**config.mk**
```make
export PLATFORM = sky130hd
export DESIGN_NAME = cmplx_res_acc
export DESIGN_NICKNAME = d
export VERILOG_FILES = /design/src/rtl/cmplx_res_acc.sv
export SDC_FILE = /design/constraint.sdc
export NUM_CORES = 1
export LEC_CHECK = 0
export BUFFER_PORTS_ARGS = -buffer_cell sky130_fd_sc_hd__buf_2
export CAP_MARGIN = 20
export CORE_MARGIN = 2
export CORE_UTILIZATION = 45
export DETAILED_ROUTE_END_ITERATION = 6
export PLACE_DENSITY = 0.72
export SLEW_MARGIN = 20
export SYNTH_ARGS = -nofsm -noshare
export SYNTH_HDL_FRONTEND = slang
export SYNTH_SLANG_ARGS = --single-unit
```
**constraint.sdc**
```tcl
create_clock -name clk -period 10.6 [get_ports clk]
set_input_delay 1.59 -clock clk [delete_from_list [all_inputs] [get_ports clk]]
set_output_delay 1.59 -clock clk [all_outputs]
set_load 0.02 [all_outputs]
```
**src/rtl/cmplx_res_acc.sv**
```systemverilog
`timescale 1ns/1ps
// -----------------------------------------------------------------------------
// cmplx_res_acc
//
// Purpose:
//   Consumes the complex multiplier result stream and adds up cfg_len
//   consecutive complex products into one complex sum (dot-product style).
//   The sum is offered on a valid/ready output stream. The real and imaginary
//   parts accumulate independently in exact two's complement arithmetic. The
//   output is CW bits wider than a product, so a full frame cannot overflow.
//
// Ports:
//   clk       in   1          system clock, all logic on rising edge
//   rst_n     in   1          asynchronous active-low reset
//   sw_rst    in   1          synchronous soft reset, active high, overrides all
//   cfg_len   in   LW         products per frame (0 -> 1, >MAX_LEN -> MAX_LEN)
//   res_val   in   1          product valid
//   res_rdy   out  1          product ready (registered)
//   res_data  in   2*PWIDTH   {im, re}, signed products
//   acc_val   out  1          sum valid (registered)
//   acc_rdy   in   1          sum ready from consumer
//   acc_data  out  2*OWIDTH   {im_sum, re_sum}, signed
//   frm_cnt   out  16         completed-frame counter, wraps
// -----------------------------------------------------------------------------
module cmplx_res_acc #(
    parameter  int DWIDTH  = 8,
    parameter  int MAX_LEN = 4,
    localparam int LW      = $clog2(MAX_LEN + 1),
    localparam int CW      = (MAX_LEN > 1) ? $clog2(MAX_LEN) : 1,
    localparam int PWIDTH  = 2 * DWIDTH + 2,
    localparam int OWIDTH  = PWIDTH + CW
) (
    input  logic                clk,
    input  logic                rst_n,
    input  logic                sw_rst,
    input  logic [LW-1:0]       cfg_len,
    input  logic                res_val,
    output logic                res_rdy,
    input  logic [2*PWIDTH-1:0] res_data,
    output logic                acc_val,
    input  logic                acc_rdy,
    output logic [2*OWIDTH-1:0] acc_data,
    output logic [15:0]         frm_cnt
);

    localparam logic [LW-1:0] LEN_MAX = LW'(MAX_LEN);

    typedef enum logic [1:0] {
        S_IDLE  = 2'd0,
        S_ACCUM = 2'd1,
        S_HOLD  = 2'd2
    } state_t;

    // Frame length used for a new frame: 0 means a single product, anything
    // beyond MAX_LEN is capped.
    function automatic logic [LW-1:0] clamp_len(input logic [LW-1:0] len);
        logic [LW-1:0] r;
        if (len == '0) begin
            r = LW'(1);
        end else if (len > LEN_MAX) begin
            r = LEN_MAX;
        end else begin
            r = len;
        end
        return r;
    endfunction

    function automatic logic signed [OWIDTH-1:0] sext(input logic signed [PWIDTH-1:0] v);
        return {{CW{v[PWIDTH-1]}}, v};
    endfunction

    state_t                   state_q, state_d;
    logic                     res_rdy_q, res_rdy_d;
    logic                     acc_val_q, acc_val_d;
    logic [15:0]              frm_cnt_q, frm_cnt_d;
    logic [LW-1:0]            cnt_q, cnt_d;
    logic [LW-1:0]            len_q, len_d;
    logic signed [OWIDTH-1:0] sum_re_q, sum_im_q;
    logic signed [OWIDTH-1:0] out_re_q, out_re_d;
    logic signed [OWIDTH-1:0] out_im_q, out_im_d;

    logic signed [PWIDTH-1:0] smp_re, smp_im;
    logic signed [OWIDTH-1:0] add_re, add_im;
    logic [LW-1:0]            len_eff;
    logic                     hs;
    logic                     last;

    assign smp_re = res_data[PWIDTH-1:0];
    assign smp_im = res_data[2*PWIDTH-1:PWIDTH];

    // res_rdy_q is only ever high in ACCUM, so it alone qualifies the input.
    assign hs = res_val & res_rdy_q;

    // The first product of a frame both latches the length and is allowed to
    // be the last one (length 1), so the live clamped cfg_len is used there.
    assign len_eff = (cnt_q == '0) ? clamp_len(cfg_len) : len_q;
    assign last    = hs && (cnt_q == len_eff - LW'(1));

    // First product reloads the accumulator, discarding any stale partial sum.
    assign add_re = (cnt_q == '0) ? sext(smp_re) : sum_re_q + sext(smp_re);
    assign add_im = (cnt_q == '0) ? sext(smp_im) : sum_im_q + sext(smp_im);

    always_comb begin : fsm_next
        state_d = state_q;
        case (state_q)
            S_IDLE:  state_d = S_ACCUM;
            S_ACCUM: if (last) state_d = S_HOLD;
            S_HOLD:  if (acc_rdy) state_d = S_ACCUM;
            default: state_d = S_IDLE;
        endcase
    end

    always_comb begin : fsm_out
        res_rdy_d = (state_d == S_ACCUM);
        acc_val_d = (state_d == S_HOLD);
        frm_cnt_d = frm_cnt_q;
        if ((state_q == S_HOLD) && acc_rdy) begin
            frm_cnt_d = frm_cnt_q + 16'd1;
        end
    end

    always_comb begin : dp_next
        cnt_d    = cnt_q;
        len_d    = len_q;
        out_re_d = out_re_q;
        out_im_d = out_im_q;
        if (hs) begin
            if (cnt_q == '0) begin
                len_d = len_eff;
            end
            if (last) begin
                cnt_d    = '0;
                out_re_d = add_re;
                out_im_d = add_im;
            end else begin
                cnt_d = cnt_q + LW'(1);
            end
        end
    end

    always_ff @(posedge clk or negedge rst_n) begin : ctrl_reg
        if (!rst_n) begin
            state_q   <= S_IDLE;
            res_rdy_q <= 1'b0;
            acc_val_q <= 1'b0;
            frm_cnt_q <= '0;
            cnt_q     <= '0;
            len_q     <= LW'(1);
        end else if (sw_rst) begin
            state_q   <= S_IDLE;
            res_rdy_q <= 1'b0;
            acc_val_q <= 1'b0;
            frm_cnt_q <= '0;
            cnt_q     <= '0;
            len_q     <= LW'(1);
        end else begin
            state_q   <= state_d;
            res_rdy_q <= res_rdy_d;
            acc_val_q <= acc_val_d;
            frm_cnt_q <= frm_cnt_d;
            cnt_q     <= cnt_d;
            len_q     <= len_d;
        end
    end

    // Output sum register: only loaded on the last product of a frame, so it
    // stays stable for the whole HOLD period.
    always_ff @(posedge clk or negedge rst_n) begin : out_reg
        if (!rst_n) begin
            out_re_q <= '0;
            out_im_q <= '0;
        end else if (sw_rst) begin
            out_re_q <= '0;
            out_im_q <= '0;
        end else begin
            out_re_q <= out_re_d;
            out_im_q <= out_im_d;
        end
    end

    // Running sums need no reset: a cleared cnt_q forces a reload.
    always_ff @(posedge clk) begin : sum_reg
        if (hs) begin
            sum_re_q <= add_re;
            sum_im_q <= add_im;
        end
    end

    assign res_rdy  = res_rdy_q;
    assign acc_val  = acc_val_q;
    assign acc_data = {out_im_q, out_re_q};
    assign frm_cnt  = frm_cnt_q;

endmodule

```
==> metrics.txt, run 1 <==
Bufs on Longest Clock Path 2; Post-synth top flop dfrtp_1; Routed WL per cell 16.09 µm; FF/Latch Area 2854 µm²; Clock Latency Late Sink 0.35 ns; CTS clock-pin slew for the worst setup and hold paths 0.07 ns; Crit path arrival time 4.36 ns; cell area after layout 7572 µm²; Post-DRT Antenna Nets 0; LEAKAGE 3.451 nW; DRT iter0 DRCs 341; HPWL Detailed 11.09 mm; drt first pass iters 5; Syn Inst Count 733; status finished clean; largest net degree at the start of global routing 74; share of flip-flops with an asynchronous set or reset 62.26%; Inserted Clock Buffers 9; f_max 243.2 MHz; min-delay src out_re_q[13]; via count 5666; critical path fanouts, max 23; CTS root buf clkbuf_16; Layout area overhead 14.06%; CTS tree done; PnR worst setup slack 6.488 ns; Cell Area, Placed 7293 µm²; clk_skew 0.007609 ns; number of max-cap violations 0; vias per cell 5.638; grt ovf 0; layout cells sized above 1 17.05%; CP Class in2reg; hold buffer count at CTS 0; dpl ws 6.096 ns; die width 125.5 µm; GP Congestion 0.8448; starting density of the core 45.85%; RSZ-0062 raised after global routing false; n_diodes 0; Critical Path RT 10.85 ns; endpoints failing hold 0; YS warnings 0; Setup crit end kind flip-flop; Seq cells post-synth 106; Worst Max-Slew Pin Slew 0.9023 ns; GRT Total Usage 20.86%; endpoints failing setup 0; nets 904; die span in y 125.5 µm; first-pass GRT wire length 26.79 mm; area of the multi-input gates 3606 µm²; row count 44; Synth cell types 61; Yosys top cell by area dfrtp_1; Core Area 14480 µm²; Fillers 1399; initial antenna violation count 1; Sink Count 106; PwrDens 135.8 nW/µm²; top-area cell type share of the netlist area 24.50%; Slew HR 39.85%; EDFF count, synth 40; Fin Setup TNS 0 ns; R2R Setup Slk 7.05 ns; Worst Hold Class reg2reg; # IOs 102; Max VDD drop 0.0001213 V; sequential share of the synthesized area 42.99%; final period utilization 38.79%; H-tree depth 3; startpoint class of the critical path input pin; reg-to-reg critical path startpoint cnt_q[0]; vias in the first global route 5448; Synth area leaders dfrtp_1 25%, edfxtp_1 18%, ha_1 7.9%; post-CTS sizing 0; fin crit period 4.112 ns; port bufs 101; Mapped Avg Cell Area 9.057 µm²; # Post-CTS Setup Buffers 0; area of the die 15740 µm²; syn_nets 821; CP Launch Point cfg_len[1]; Slew Viols, Final 0; Synth Cell Area 6639 µm²; Post-Route WL 16.17 mm; total power after layout 1.028 mW; # DRC 0
## sequential cells by signal (all words and copies together), names as in the netlist
| register | cells |
|---|---|
| res_rdy | 1 |
| frm_cnt | 16 |
| acc_val | 1 |
| out_re_q | 20 |
| cnt_q | 3 |
| len_q | 3 |
| out_im_q | 20 |
| sum_im_q | 20 |
| sum_re_q | 20 |
| state_q | 2 |
## cells by family (layout without fill, tap and decap cells)
group | Yosys count | count (layout) | share of synthesized area, %
adders and majority gates | 44 | 44 | 8.519
buffers and inverters | 48 | 136 | 2.902
muxes | 11 | 11 | 1.772
AOI/OAI and AO/OA | 175 | 175 | 17.55
DFF | 106 | 106 | 42.99
and+or+nand+nor | 303 | 303 | 20.20
xor gates and xnor gates | 46 | 46 | 6.069
## cells in the mapped netlist, types with 15 or more instances
cell	number
nand3_1	15
a21oi_1	58
o21ai_0	39
xor2_1	26
nor3_1	29
xnor2_1	20
dfrtp_1	65
clkbuf_1	29
ha_1	42
nand2_1	95
nor2_1	116
edfxtp_1	40
## placed cells by master, fill, tap and decap left out, types with 9 or more instances in the layout
cell / instances
dfrtp_1: 65
o21a_1: 11
xnor2_1: 20
nand3_1: 15
nor2_1: 116
o21ai_0: 39
nand2_1: 95
buf_2: 101
and3_1: 10
ha_1: 42
a21oi_1: 58
a21o_1: 10
nand4_1: 10
edfxtp_1: 40
inv_1: 12
clkbuf_16: 9
nor3_1: 29
xor2_1: 26
## power by group
| part | internal, mW | switching (mW) | leakage, nW |
|---|---|---|---|
| registers | 0.450 | 0.00900 | 1.28 |
| logic | 0.0918 | 0.158 | 2.03 |
| clock network | 0.162 | 0.158 | 0.140 |
| total | 0.704 | 0.325 | 3.45 |
## layout make-up
cell class	instances	share of cell area [%]
clock buffer	9	2.974
tap	184	3.040
inverter	12	0.5948
clock inverter	7	0.7105
multi-input combinational	579	47.62
sequential	106	37.69
timing repair buffer	108	7.369
## path summary, 6_finish.rpt
| check | cells past startpoint | to |
|---|---|---|
| max in group asynchronous | 2 | cnt_q[0] |
| min in group asynchronous | 2 | out_im_q[16] |
| hold reg to reg | 2 | out_re_q[13] |
| setup reg to reg | 11 | out_im_q[14] |
| setup / recovery | 10 | out_im_q[14] |
| hold / removal | 2 | out_re_q[13] |
## layer usage
| layer | track usage [%] | share of wire, % | up-vias |
|---|---|---|---|
| li1 | - | - | 2795 |
| met1 | 27.48 | 46 | 2701 |
| met2 | 34.40 | 46 | 149 |
| met3 | 5.948 | 6.0 | 19 |
| met4 | 4.510 | 1.6 | 2 |
| met5 | 0 | 0.080 | - |
## stage by stage
stage	hold WS (ns)	util [%]	std cells
after floorplan	0.5335	-	733
after global placement	0.5012	50.37	989
after detailed placement	0.4983	50.37	989
after CTS	0.5243	52.30	1005
after global routing	0.5425	52.30	1005
final	0.5167	52.30	1005
## worst max-delay path, cell delays in order
cell and delay [ns]:
buf_2 0.10, nor2b_1 0.13, nor3_1 0.24, nor2_1 0.09, ha_1 0.32, xor2_1 0.13
nand2_1 0.12, or4b_1 0.89, buf_4 0.39, o41ai_1 0.35
Note: power is estimated with default switching activity, not from simulation.
==> run 2, diff against run 1 <==
- PLACE_DENSITY: 0.72 -> 0.74
- clock period: 10.6 -> 3.75 ns (I/O delays scaled with it)
==> run 2 against run 1 <==
  * Global-route usage barely moved
  * First-iteration DRC count rose by 4.7%
  * Register-to-register slack got worse by 6.4 ns
  * Power rose to 2.9 times the previous value
  * Count of clock-buffer cells in the layout did not move
  * Sequential power rose to 2.8 times the previous value
  * Largest cell class unchanged
  * Clock skew rose by 0.0026 ns
  * Core utilization rose by 0.37 points
==> metrics.txt, run 2 (synthesis results as in run 1) <==
Slew Viols, Final 0 (unchanged); Cell Area, Placed 7316 µm² (was 7293 µm²); GP Congestion 0.9151 (was 0.8448); Fin Setup TNS 0 ns (unchanged); HPWL Detailed 11.14 mm (was 11.09 mm); endpoints failing setup 0 (unchanged); M1 GR Usage 28.88% (was 27.48%); busiest layer in global routing met2 (unchanged); slowest stage cell, crit path or4b_1 (unchanged); most common cell after layout, fill and taps aside nor2_1 (unchanged); H-tree depth 3 (unchanged); combinational power share 23.5% (was 24.3%); Post-DRT Antenna Nets 0 (unchanged); status finished clean (unchanged); most used cell, CP ha_1; GRT Total Usage 20.85% (was 20.86%); # DRC 0 (unchanged); area of the die 15740 µm² (unchanged); post-CTS sizing 0 (unchanged); # IOs 102 (unchanged); CTS root buf clkbuf_16 (unchanged); most frequent cells in the layout 116 x nor2_1, 101 x buf_2, 95 x nand2_1 (unchanged); die span in y 125.5 µm (unchanged); CP Class reg2reg (was in2reg); GR Util met2 32.02% (was 34.40%); CP cell instances inv_1, ha_1, nand2b_2, nor3_1, nor2_1, ha_1, xor2_1, nand2_1, or4b_1, buf_4, o41ai_1 (was buf_2, nor2b_1, nor3_1, nor2_1, ha_1, xor2_1, nand2_1, or4b_1, buf_4, o41ai_1); startpoint class of the critical path flip-flop (was input pin); Inserted Clock Buffers 9 (unchanged); area of the multi-input gates 3606 µm² (unchanged); Core Area 14480 µm² (unchanged); fin crit period 3.114 ns; CTS tree done (unchanged); Critical Path RT 4.01 ns (was 10.85 ns); Crit path arrival time 3.38 ns (was 4.36 ns); starting density of the core 45.85% (unchanged); PnR worst setup slack 0.6358 ns (was 6.488 ns); switching part of the total 31.32% (was 31.56%); Buf+Inv Stages, Crit Path 2 (unchanged); grt ovf 0 (unchanged); RSZ-0062 raised after global routing false (unchanged); Worst Max-Slew Pin Slew 0.8806 ns (was 0.9023 ns); total power after layout 3.010 mW (was 1.028 mW); drt first pass iters 5 (unchanged); Routed WL per cell 15.77 µm (was 16.09 µm); # Post-CTS Setup Buffers 0 (unchanged); number of max-cap violations 0 (unchanged); CTS clock-pin slew for the worst setup and hold paths 0.08 ns (was 0.07 ns); Max VDD drop 0.0002347 V (was 0.0001213 V); final period utilization 83.04%; layout cells sized above 1 17.35% (was 17.05%); vias in the first global route 5394 (was 5448); Clk network pwr share 33.4% (was 31.1%); Fillers 1354 (was 1399); R2R Setup Slk 0.64 ns (was 7.05 ns); Final Non-Filler Cells 1008 (was 1005); vias per cell 5.556 (was 5.638); n_diodes 0 (unchanged); Reg power frac 43.1% (was 44.7%); Top delay family on crit path simple AND/OR/NAND/NOR gates (unchanged); reg-to-reg critical path startpoint cnt_q[0] (unchanged); Slew HR 41.29% (was 39.85%); Setup crit end kind flip-flop (unchanged); DRT iter0 DRCs 357 (was 341); die width 125.5 µm (unchanged); critical path fanouts, max 32 (was 23); Worst Hold Class in2async (was reg2reg); PwrDens 394.7 nW/µm² (was 135.8 nW/µm²); port bufs 101 (unchanged); met3 Use GR 5.991% (was 5.948%); P_sw 0.9427 mW (was 0.3245 mW); f_max 321.1 MHz; P_int 2.067 mW (was 0.7038 mW); Reg2Reg Capture Point out_im_q[14] (unchanged); Bufs on Longest Clock Path 2 (unchanged); final core occ 52.67% (was 52.30%); Post-Route WL 15.89 mm (was 16.17 mm); first-pass GRT wire length 26.83 mm (was 26.79 mm); Hold WS 0.3762 ns (was 0.5167 ns); Layout area overhead 14.87% (was 14.06%); initial antenna violation count 2 (was 1); FF-to-FF path depth 11 (unchanged); cell area after layout 7626 µm² (was 7572 µm²); largest net degree at the start of global routing 67 (was 74); FF/Latch Area 2854 µm² (unchanged); endpoints failing hold 0 (unchanged); nets 907 (was 904); hold buffer count at CTS 0 (unchanged); Critical Path Max Stage Delay 0.54 ns (was 0.89 ns); Sink Count 106 (unchanged); via count 5600 (was 5666); dpl cells 992 (was 989); row count 44 (unchanged); clk_skew 0.01026 ns (was 0.007609 ns); dpl ws 0.4341 ns (was 6.096 ns); LEAKAGE 3.480 nW (was 3.451 nW); Clock Latency Late Sink 0.36 ns (was 0.35 ns)
## run 2: changes by cell type in the layout (fill, tap and decap cells not counted), sizes merged
cell	delta
buf	+3
bufinv	+1
clkinv	-3
inv	+2
## run 2: layout make-up
cell class	count	share of cell area (%)
clock buffers	9	2.953
clock inverters	7	1.116
repair buffers	111	7.613
inverters	12	0.5906
well taps	184	3.019
flip-flops and latches	106	37.42
multi-input cells	579	47.28
## run 2: worst max path at each step
stage / cells after the start / start / end / slack, ns
floorplan: 15 / cnt_q[0] / res_rdy / 0.26
global placement: 10 / res_data[18] / sum_im_q[14] / 0.48
detailed placement: 10 / res_data[18] / sum_im_q[14] / 0.43
CTS: 11 / cnt_q[0] / out_im_q[14] / 0.63
global route: 12 / cnt_q[0] / state_q[0] / 0.41
finish: 11 / cnt_q[0] / out_im_q[14] / 0.64
## run 2: metal layers
metal,routed length (µm),up-vias
met3,1049,18
met4,195,2
met1,7649,2649
met2,6984,132
met5,13,-
li1,-,2799
## run 2: power by group through the flow
stage / Clock (mW) / Sequential (mW) / Combinational [mW]
6_report: 1.01 / 1.30 / 0.707
5_1_grt: 1.07 / 1.30 / 0.797
4_1_cts: 1.03 / 1.30 / 0.707
3_5_place_dp: 0 / 1.32 / 0.703
3_3_place_gp: 0 / 1.32 / 0.694
2_1_floorplan: 0 / 1.34 / 0.486
==> run 3, diff against run 2 <==
- PLACE_DENSITY: 0.74 -> 0.72
- clock period: 3.75 -> 3.2 ns (I/O delays scaled with it)
==> run 3 against run 2 <==
  * Wire length up 2.3%
  * Power up 15%
  * Global-route usage up 0.24 points
  * Sequential share of layout area down 0.18 points
  * Non-clock buffer count up 1
  * Register-to-register slack worse by 0.41 ns
  * Count of clock-buffer cells in the layout up 1
  * Combinational power up 20%
  * Largest cell class unchanged
  * Largest power group unchanged
==> metrics.txt, run 3 (synthesis results as in run 1) <==
fin crit period 2.977 ns (was 3.114 ns); die span in y 125.5 µm (unchanged); nets 908 (was 907); endpoints failing hold 0 (unchanged); most frequent cells in the layout 116 x nor2_1, 101 x buf_2, 95 x nand2_1 (unchanged); DRT iter0 DRCs 389 (was 357); LEAKAGE 3.493 nW (was 3.480 nW); dpl cells 993 (was 992); CTS root buf clkbuf_16 (unchanged); final period utilization 93.02% (was 83.04%); P_sw 1.094 mW (was 0.9427 mW); Worst Max-Slew Pin Slew 0.7230 ns (was 0.8806 ns); CTS clock-pin slew for the worst setup and hold paths 0.08 ns (about the same); most common cell after layout, fill and taps aside nor2_1 (unchanged); startpoint class of the critical path flip-flop (unchanged); # IOs 102 (unchanged); port bufs 101 (unchanged); layout cells sized above 1 17.70% (was 17.35%); Setup crit end kind flip-flop (unchanged); RSZ-0062 raised after global routing false (unchanged); PwrDens 451.6 nW/µm² (was 394.7 nW/µm²); vias in the first global route 5500 (was 5394); largest net degree at the start of global routing 67 (unchanged); endpoints failing setup 0 (unchanged); Post-Route WL 16.25 mm (was 15.89 mm); Max VDD drop 0.0003867 V (was 0.0002347 V); Slew HR 51.29% (was 41.29%); Slew Viols, Final 0 (unchanged); vias per cell 5.612 (was 5.556); Bufs on Longest Clock Path 2 (unchanged); # Post-CTS Setup Buffers 0 (unchanged); initial antenna violation count 1 (was 2); Post-DRT Antenna Nets 0 (unchanged); reg-to-reg critical path startpoint cnt_q[0] (unchanged); Fin Setup TNS 0 ns (unchanged); status finished clean (unchanged); CTS tree done (unchanged); critical path fanouts, max 25 (was 32); Clk network pwr share 31.6% (was 33.4%); GRT Total Usage 21.08% (was 20.85%); CP Class reg2reg (unchanged); Crit path arrival time 3.23 ns (was 3.38 ns); grt ovf 0 (unchanged); switching part of the total 31.62% (was 31.32%); Layout area overhead 15.44% (was 14.87%); Core Area 14480 µm² (unchanged); combinational power share 24.4% (was 23.5%); area of the die 15740 µm² (unchanged); Final Non-Filler Cells 1010 (was 1008); Routed WL per cell 16.09 µm (was 15.77 µm); die width 125.5 µm (unchanged); row count 44 (unchanged); Reg power frac 44.0% (was 43.1%); # DRC 0 (unchanged); Critical Path RT 3.46 ns (was 4.01 ns); GP Congestion 0.9135 (was 0.9151); P_int 2.366 mW (was 2.067 mW); Clock Latency Late Sink 0.36 ns (about the same); Sink Count 106 (unchanged); Fillers 1368 (was 1354); first-pass GRT wire length 27.29 mm (was 26.83 mm); Inserted Clock Buffers 9 (unchanged); CP Launch Point cnt_q[0] (unchanged); via count 5668 (was 5600); starting density of the core 45.85% (unchanged); clk_skew 0.01206 ns (was 0.01026 ns); number of max-cap violations 0 (unchanged); f_max 336.0 MHz (was 321.1 MHz); HPWL Detailed 11.37 mm (was 11.14 mm); drt first pass iters 5 (unchanged); Worst Hold Class in2async (unchanged); H-tree depth 3 (unchanged)
[run 3: final timing paths]
check	slack, ns	endpoint	depth (start not counted)
setup / recovery	0.22	out_re_q[11]	11
hold / removal	0.12	out_im_q[15]	2
setup reg to reg	0.22	out_re_q[11]	11
hold reg to reg	0.52	out_re_q[9]	2
max in group asynchronous	2.72	len_q[0]	2
min in group clk	0.40	len_q[2]	3
[run 3: per-layer routing]
layer,global-route usage (%),part of all wire [%]
met1,28.07,46
met2,34.12,46
met3,6.247,6.0
met4,4.837,1.3
met5,0,0
[run 3: power groups by stage]
stage	logic, mW	clock network [mW]	registers (mW)
floorplan	0.572	0	1.57
global placement	0.827	0	1.55
detailed placement	0.836	0	1.55
CTS	0.842	1.12	1.52
global route	0.948	1.17	1.53
finish	0.845	1.09	1.52
[run 3: worst max-delay path, cell delays in order (launching register included)]
cell and delay [ns]:
dfrtp_1 0.45, inv_1 0.09, ha_1 0.22, nand2b_2 0.11
nor3b_1 0.22, a21oi_1 0.09, ha_1 0.29, xor2_1 0.14
nand2_1 0.11, or4b_1 0.54, buf_4 0.27, o41ai_2 0.34
[run 3: cell type report]
type / instances / area, µm² / share of cell area (%)
diodes: 1 / 2.502 / 0.03265
clock buffers: 10 / 239.0 / 3.118
clock inverters: 6 / 48.80 / 0.6367
inverters: 12 / 45.04 / 0.5878
multi-input cells: 579 / 3618 / 47.22
flip-flops and latches: 106 / 2854 / 37.24
well taps: 184 / 230.2 / 3.004
repair buffers: 112 / 625.6 / 8.163
[run 3: stage by stage]
stage          hold WS, ns  instance area, µm²  total power [mW]  worst slack [ns]  util [%]
2_1_floorplan       0.1844                6645             2.144           0.01898         -
3_3_place_gp        0.4967                7361             2.374            0.2508     50.84
3_5_place_dp        0.4984                7361             2.384            0.1249     50.84
4_1_cts             0.1499                7649             3.486            0.1036     52.83
5_1_grt             0.1695                7661             3.645          0.003082     52.91
6_report            0.1193                7664             3.461            0.2235     52.93
[run 3: timing repair]
| item | 4_1_cts | 5_1_grt |
|---|---|---|
| gates resized for setup | 0 | 2 |
| setup endpoints to repair | 0 | 9 |
| hold buffers | 0 | 0 |
